===== config.mk =====
export PLATFORM = sky130hd
export DESIGN_NAME = add_reduce
export DESIGN_NICKNAME = d
export VERILOG_FILES = /design/src/rtl/add_reduce_pkg.sv /design/src/rtl/add_reduce_step.sv /design/src/rtl/add_reduce.sv
export SDC_FILE = /design/constraint.sdc
export NUM_CORES = 1
export LEC_CHECK = 0
export CAP_MARGIN = 10
export CORE_ASPECT_RATIO = 0.7
export CORE_MARGIN = 8
export CORE_UTILIZATION = 55
export CTS_CLUSTER_DIAMETER = 30
export DETAILED_ROUTE_END_ITERATION = 6
export PLACE_DENSITY = 0.77
export SYNTH_ARGS = -nofsm -noshare
export SYNTH_HDL_FRONTEND = slang
export SYNTH_HIERARCHICAL = 1
export SYNTH_SLANG_ARGS = --single-unit

===== constraint.sdc =====
create_clock -name clk -period 6.1 [get_ports clk]
set_clock_uncertainty 0.1 [all_clocks]
set_input_delay 0.61 -clock clk [delete_from_list [all_inputs] [get_ports clk]]
set_output_delay 0.61 -clock clk [all_outputs]
set_load 0.01 [all_outputs]

===== src/rtl/add_reduce_pkg.sv =====
// Shared types and elaboration-time helpers for the add_reduce reducer.
package add_reduce_pkg;

  typedef enum logic [1:0] {
    IDLE = 2'd0,
    RUN  = 2'd1,
    DONE = 2'd2
  } add_reduce_state_t;

  function automatic int unsigned sum_w(input int unsigned n_ops, input int unsigned in_w);
    return in_w + $clog2(n_ops);
  endfunction

  // Number of RUN steps needed to fold n_ops live values down to one.
  function automatic int unsigned reduce_cycles(input int unsigned n_ops, input int unsigned n_add);
    int unsigned m;
    int unsigned p;
    int unsigned c;
    m = n_ops;
    c = 0;
    if (n_add == 0) return 0;
    while (m > 1) begin
      p = (m / 2 < n_add) ? m / 2 : n_add;
      m = m - p;
      c++;
    end
    return c;
  endfunction

endpackage


===== src/rtl/add_reduce_step.sv =====
// One combinational reduction step: N_ADD pairwise adders followed by compaction
// of the untouched tail down to just above the new sums.
module add_reduce_step #(
  parameter int unsigned N_OPS = 7,
  parameter int unsigned N_ADD = 2,
  parameter int unsigned SUM_W = 16,
  parameter int unsigned M_W   = 3
) (
  input  logic [N_OPS-1:0][SUM_W-1:0] i_v,
  input  logic [M_W-1:0]              i_m,
  output logic [N_OPS-1:0][SUM_W-1:0] o_v,
  output logic [M_W-1:0]              o_m
);

  // Zero padding keeps every shifted/paired read in range for any live count.
  logic [2*N_OPS-1:0][SUM_W-1:0] w_ext;
  int unsigned                   w_m;
  int unsigned                   w_p;

  always_comb begin
    w_ext            = '0;
    w_ext[N_OPS-1:0] = i_v;
    w_m              = 32'(i_m);
    w_p              = (w_m / 2 < N_ADD) ? w_m / 2 : N_ADD;
    o_v              = i_v;
    for (int unsigned k = 0; k < N_OPS; k++) begin
      if (k >= w_p && k < w_m - w_p) o_v[k] = w_ext[k + w_p];
    end
    for (int unsigned i = 0; i < N_ADD; i++) begin
      if (i < w_p) o_v[i] = w_ext[2 * i] + w_ext[2 * i + 1];
    end
    o_m = M_W'(w_m - w_p);
  end

endmodule


===== src/rtl/add_reduce.sv =====
// Multi-operand adder reducer on N_ADD shared adders with sticky done flag.
// Build option ADD_REDUCE_SAT_EN: saturate result to OUT_W bits instead of wrapping.
module add_reduce
  import add_reduce_pkg::*;
#(
  parameter int unsigned N_OPS = 7,
  parameter int unsigned IN_W  = 13,
  parameter int unsigned N_ADD = 2,
  parameter int unsigned OUT_W = IN_W + $clog2(N_OPS)
) (
  input  logic                   clk,
  input  logic                   rst,
  input  logic                   r_enable,
  input  logic [N_OPS*IN_W-1:0]  init_ops,
  output logic                   busy,
  output logic                   w_enable,
  output logic [OUT_W-1:0]       result,
  output logic                   sat
);

  localparam int unsigned SUM_W   = sum_w(N_OPS, IN_W);
  localparam int unsigned M_W     = $clog2(N_OPS + 1);
  localparam int unsigned N_STEPS = reduce_cycles(N_OPS, N_ADD);

  add_reduce_state_t             r_state;
  logic [N_OPS-1:0][SUM_W-1:0]   r_v;
  logic [M_W-1:0]                r_m;
  logic [M_W-1:0]                r_steps;
  logic                          r_busy;
  logic                          r_wen;
  logic [OUT_W-1:0]              r_result;
  logic                          r_sat;

  logic [N_OPS-1:0][SUM_W-1:0]   w_v;
  logic [M_W-1:0]                w_m;
  logic [OUT_W-1:0]              w_res;
  logic                          w_sat;

  add_reduce_step #(
    .N_OPS (N_OPS),
    .N_ADD (N_ADD),
    .SUM_W (SUM_W),
    .M_W   (M_W)
  ) u_step (
    .i_v (r_v),
    .i_m (r_m),
    .o_v (w_v),
    .o_m (w_m)
  );

`ifdef ADD_REDUCE_SAT_EN
  localparam logic [SUM_W-1:0] OUT_MAX = SUM_W'({OUT_W{1'b1}});
  assign w_sat = (r_v[0] > OUT_MAX);
  assign w_res = w_sat ? '1 : r_v[0][OUT_W-1:0];
`else
  assign w_sat = 1'b0;
  assign w_res = r_v[0][OUT_W-1:0];
`endif

  always_ff @(posedge clk) begin
    if (rst) begin
      r_state  <= IDLE;
      r_v      <= '0;
      r_m      <= '0;
      r_steps  <= '0;
      r_busy   <= 1'b0;
      r_wen    <= 1'b0;
      r_result <= '0;
      r_sat    <= 1'b0;
    end else if (r_enable) begin
      for (int unsigned i = 0; i < N_OPS; i++) begin
        r_v[i] <= SUM_W'(init_ops[i*IN_W +: IN_W]);
      end
      r_m     <= M_W'(N_OPS);
      r_steps <= '0;
      r_state <= RUN;
      r_busy  <= 1'b1;
      r_wen   <= 1'b0;
      r_sat   <= 1'b0;
    end else begin
      case (r_state)
        RUN: begin
          if (r_m > M_W'(1)) begin
            r_v     <= w_v;
            r_m     <= w_m;
            r_steps <= r_steps + M_W'(1);
          end else begin
            assert (32'(r_steps) == N_STEPS);
            r_state  <= DONE;
            r_busy   <= 1'b0;
            r_wen    <= 1'b1;
            r_result <= w_res;
            r_sat    <= w_sat;
          end
        end
        default: ;
      endcase
    end
  end

  assign busy     = r_busy;
  assign w_enable = r_wen;
  assign result   = r_result;
  assign sat      = r_sat;

endmodule


# == Yosys cells after proc, flatten, opt, wreduce, memory -nomap -nowiden ==
# Cells that the tools add are included.
# totals
register_bits,134
latch_bits,0
mem_bits_rw,0
rom_bits,0
in_bits,94
word_cells,130
memories,0
# op_classes
addsub,9
mul,0
n_div,0
magnitude_cmp,25
eq_ne,2
shifts,0
mux,36
bitwise_logic,2
reduce_logical,37
# ops
cell,count
binary-select mux 16 bit (select 4 bit),7
two-way mux 109 bit,3
two-way mux 16 bit,15
"less-than comparator 32 x 5 -> 1 bit, second input constant",7
"less-than comparator 1 x 32 -> 1 bit, first input constant",4
"adder 3 x 32 -> 32 bit, first input constant",3
"greater-or-equal comparator 3 x 32 -> 1 bit, first input constant",3
"less-than comparator 3 x 32 -> 1 bit, first input constant",3
"adder 2 x 32 -> 32 bit, first input constant",2
"greater-or-equal comparator 1 x 32 -> 1 bit, first input constant",2
"greater-or-equal comparator 2 x 32 -> 1 bit, first input constant",2
"less-than comparator 2 x 32 -> 1 bit, first input constant",2
AND reduction 3 bit,15
"adder 1 x 32 -> 32 bit, first input constant",1
adder 16 bit,2
subtractor 3 x 32 -> 32 bit,1
nonzero test 2 bit,9
two-way mux 13 bit,1
two-way mux 3 bit,3
logical AND 1 bit,7
two-way mux 1 bit,6
AND reduction 2 bit,3
nonzero test 3 bit,2
"greater-than comparator 3 x 1 -> 1 bit, second input constant",1
other kinds (6),7

# == Depth between registers and ports, before layout ==
# depth
ltp_word,10
mapped_depth,18

# == Cells and area by module ==
# Netlist, hierarchy kept.
# modules_own_cells
module,instances,cells_each,area_per_inst_um2,seq_area_each_um2
add_reduce,1,723,6164.7,2662.6
add_reduce_step,1,857,5599.1,0.0

# == Worst setup path after synthesis ==
# Ideal clock, no wire load.
# synth_timing
path_kind,register -> register
from,register r_m[2]
to,register r_v[76] (netlist bit)
arrival_time_ns,3.565
required_time_ns,5.855
setup_slack_ns,2.289
stages_incl_launch_ff,19
path_cell_list,dfxtp_1 > buf_2 > inv_1 > clkbuf_1 > clkbuf_1 > ha_1 > ha_1 > fa_1 > xnor2_4 > inv_4 > nand2_1 > nand2_1 > and3_1 > buf_4 > buf_4 > a22oi_1 > o21ai_1 > nor4_1 > a2111oi_0
# synth_lines
element,line_no,source
from (decl),add_reduce.sv:27,logic [M_W-1:0] r_m;
from (signal assigned),add_reduce.sv:74,r_m <= M_W'(N_OPS);
from (signal assigned),add_reduce.sv:85,r_m <= w_m;
less-than comparator 2 bit,add_reduce_step.sv:24,w_p = (w_m / 2 < N_ADD) ? w_m / 2 : N_ADD;
two-way mux 2 bit,add_reduce_step.sv:24,
subtractor 3 x 32 -> 32 bit (*),add_reduce_step.sv:27,if (k >= w_p && k < w_m - w_p) o_v[k] = w_ext[k + w_p];
net w_m[2],add_reduce.sv:35,logic [M_W-1:0] w_m;
less-than comparator 3 x 32 -> 1 bit (*),add_reduce_step.sv:27,
logical AND 1 bit (*),add_reduce_step.sv:27,
nonzero test 2 bit (no source line) (*),-,
AND reduction 3 bit (no source line) (*),-,
"to (signal, indexed assignment)",add_reduce.sv:72,r_v[i] <= SUM_W'(init_ops[i*IN_W +: IN_W]);
to (signal assigned),add_reduce.sv:84,r_v <= w_v;
to (decl),add_reduce.sv:26,logic [N_OPS-1:0][SUM_W-1:0] r_v;
# Mark *: on every way through the listed nets, which the timed path passes. The rest lies on a longest branch. The select of a mux whose other input is x is not followed.
# A chain may end at the register's enable or synchronous reset.

==> reports/qor.yml <==
fin_cells: 1853
drt-total-wl_mm: 43.0
critPathLaunch: "r_m[1]"
cts_tree: "built"
async_flop_share_pct: 0
wl_per_cell_um: 23.2
outcome: "finished, final reports clean"
fillCellCount: 1853
grtUsageMet2_pct: 42.4
rr_worst_depth: 11
clockRootBuffer: "clkbuf_16"
cp-end-kind: "flop"
critical-path-slowest-cell: "and3_1"
final_area_um2: 13100
most-common-layout-cells: "181 x o21ai_0, 155 x nor2_1, 132 x dfxtp_1"
total_power_uw: 3350
yosysWarningCount: 6
nets: 1695
finalCritPeriodShare_pct: 72.3
dr.pass1.iters: 6
placedCellCount: 1821
irDropWorstVdd_v: 0.000225
grt_pass1_vias: 11500
hold_viol_final: 0
gr-total-overflow: 0
synth_edf_count: 0
drive_above_1_share_pct: 7.43
r2r-end: "r_v[71]"
die_w_um: 191
cp-start-kind: "flop"
leakage_uw: 0.00457
cp.buffers_inverters: 0
yosys-top-cells-area: "dfxtp_1 23%, o21ai_0 7.7%, a21oi_1 5.2%"
finalWeightedCongestion: 1.01
cts-htree-levels: 4
syn-num-nets: 1711
cp_cell_sequence: "ha_4, ha_1, fa_1, nand2_1, nand2_1, nand2_1, and3_1, a22oi_1, o21ai_1, nand3_1, a311oi_1"
crit_path_max_incr_delay_ps: 730
gr-usage-all-layers_pct: 31.2
pwr-share-comb_pct: 39.1
yosys.area.top_type: "dfxtp_1"
cts.path.max_buffers: 2
avgSynthCellArea_um2: 7.45
setup_tns_ps: 0
critPathTopFamily: "adder cells"
hp-class: "reg -> reg"
drc: 0
synthDominantCellAreaShare_pct: 22.6
clkTransAtPathRegs_ps: 60
clkSinkCount: 133
ys_types: 74
drtAntennaViolNets: 0
powerDensity_nw_per_um2: 255
antenna_found_initial: 0
num_io_pins: 113
worst_pin_slew_ps: 1240
start_util_pct: 56.4
cp_data_required_time_ps: 6340
drtIter0Drc: 2344
die_h_um: 138
final_common_cell: "o21ai_0"
area_growth_pct: 11.7
post_cts_buffers: 0
busiest_layer: "met1"
placementRows: 44
p_int_uw: 1970
numCtsBuffers: 17
min_period_ps: 4410
vias: 12900
synth-seq-cells: 133
switchingPower_uw: 1370
critPathCapture: "r_v[71]"
cts_resized: 0
path_depth: 11
ys.flop_type: "dfxtp_1"
syn-cell-area_um2: 11800
rr_startpoint: "r_m[1]"
drv_slew: 0
cpMostUsedCell: "nand2_1"
grt_pass1_wl_mm: 67.4
use_met3_pct: 9.75
slew_headroom_pct: 17.3
grt_util_met1_pct: 45.2
fmax_mhz: 227
io_buffers: 111
setup_viol: 0
dieArea_um2: 26400
synth_seq_area_share_pct: 22.6
place_area_um2: 12600
postCtsHoldBufs: 0
p_clk_share_pct: 29.2
grt_max_degree: 91
worstSetupPathType: "reg -> reg"
vias_per_cell: 6.96
pwr-share-seq_pct: 31.7
switching_share_pct: 41.1
core_area_um2: 20900
grt_setup_unrepaired: "false"
netlist_instances: 1580
crit_path_max_fanout: 64
min_from: "result[7]"
drv_cap: 0
r2r_slack_ps: 1690
clk_latency_ps: 440
arrival_ps: 4650
hpwl_mm: 28.3
-- stage by stage --
step                hold WS, ps  util, %  setup WS (ps)
CTS                         378     62.9           1820
global placement            360     60.4           1920
finish                      370     63.0           1690
floorplan                   353        -           2290
detailed placement          364     60.4           1830
global route                389     62.9           1460
-- power groups by stage --
stage / registers, uW / logic, uW / clock network [uW]
6_report: 1060 / 1310 / 978
3_3_place_gp: 1070 / 1230 / 0
5_1_grt: 1060 / 1400 / 1020
2_1_floorplan: 1010 / 959 / 0
3_5_place_dp: 1070 / 1250 / 0
4_1_cts: 1050 / 1260 / 979
-- worst min-delay path: cells and delay by family (launching register included) --
family | cells | cell delay, ps
AND/OR/NAND/NOR | 1 | 60
flip-flops | 1 | 310
multiplexers | 1 | 60
-- routing by layer --
| layer | vias to the layer above | routed length, um |
|---|---|---|
| li1 | 5873 | - |
| met1 | 6082 | 18300 |
| met2 | 843 | 17600 |
| met3 | 103 | 5870 |
| met4 | 0 | 1210 |
| met5 | - | 0 |
-- registers in the layout, summed over array words and instances, names as in the netlist --
name / flops
r_m: 3
result: 16
w_res: 16
r_v: 96
w_enable: 1
r_state: 1
-- kinds of logic (layout without fill, tap and decap cells) --
group | Yosys count | in the layout | synth area share [%]
AOI/OAI and AO/OA | 584 | 584 | 32.0
and+or+nand+nor | 486 | 486 | 19.9
buffers and inverters | 219 | 214 | 8.73
DFF | 133 | 133 | 22.6
muxes | 95 | 95 | 10.5
adders and majority gates | 37 | 37 | 4.13
xor gates and xnor gates | 25 | 25 | 2.02
other | 1 | 3 | 0.0319
-- cells in the mapped netlist, types with 11 or more instances --
cell type	number
nand3_1	95
nor4_1	31
xnor2_1	16
mux2i_1	54
buf_2	48
o21ai_1	22
mux4_2	21
nor2_1	155
nor2b_1	21
buf_4	23
a21oi_1	123
a22oi_1	31
inv_1	50
o221ai_1	15
a211oi_1	41
a311oi_1	60
ha_1	34
o22ai_1	23
clkbuf_1	85
dfxtp_1	133
nand2b_1	41
a2111oi_0	11
nand2_1	85
a2111oi_1	18
mux2_2	20
or3_1	12
and3_1	19
o21ai_0	181
-- worst min path at each step --
stage | to | slack, ps | cells after the start
after floorplan | r_v[47] | 350 | 2
after global placement | result[13] | 360 | 2
after detailed placement | result[6] | 360 | 2
after CTS | result[11] | 380 | 2
after global routing | result[11] | 390 | 2
final | result[7] | 370 | 2
-- final cells by class --
cell class                      count  area (um2)  share of cell area, %
Multi-Input combinational cell   1228        8120                   61.8
Sequential cell                   133        2670                   20.3
Timing Repair Buffer              133        1270                   9.68
Clock buffer                       20         447                   3.40
Tap cell                          276         345                   2.63
Inverter                           51         195                   1.49
Clock inverter                     10        85.1                  0.648
Antenna cell                        2        5.00                 0.0381
Note: power is estimated with default switching activity, not from simulation.
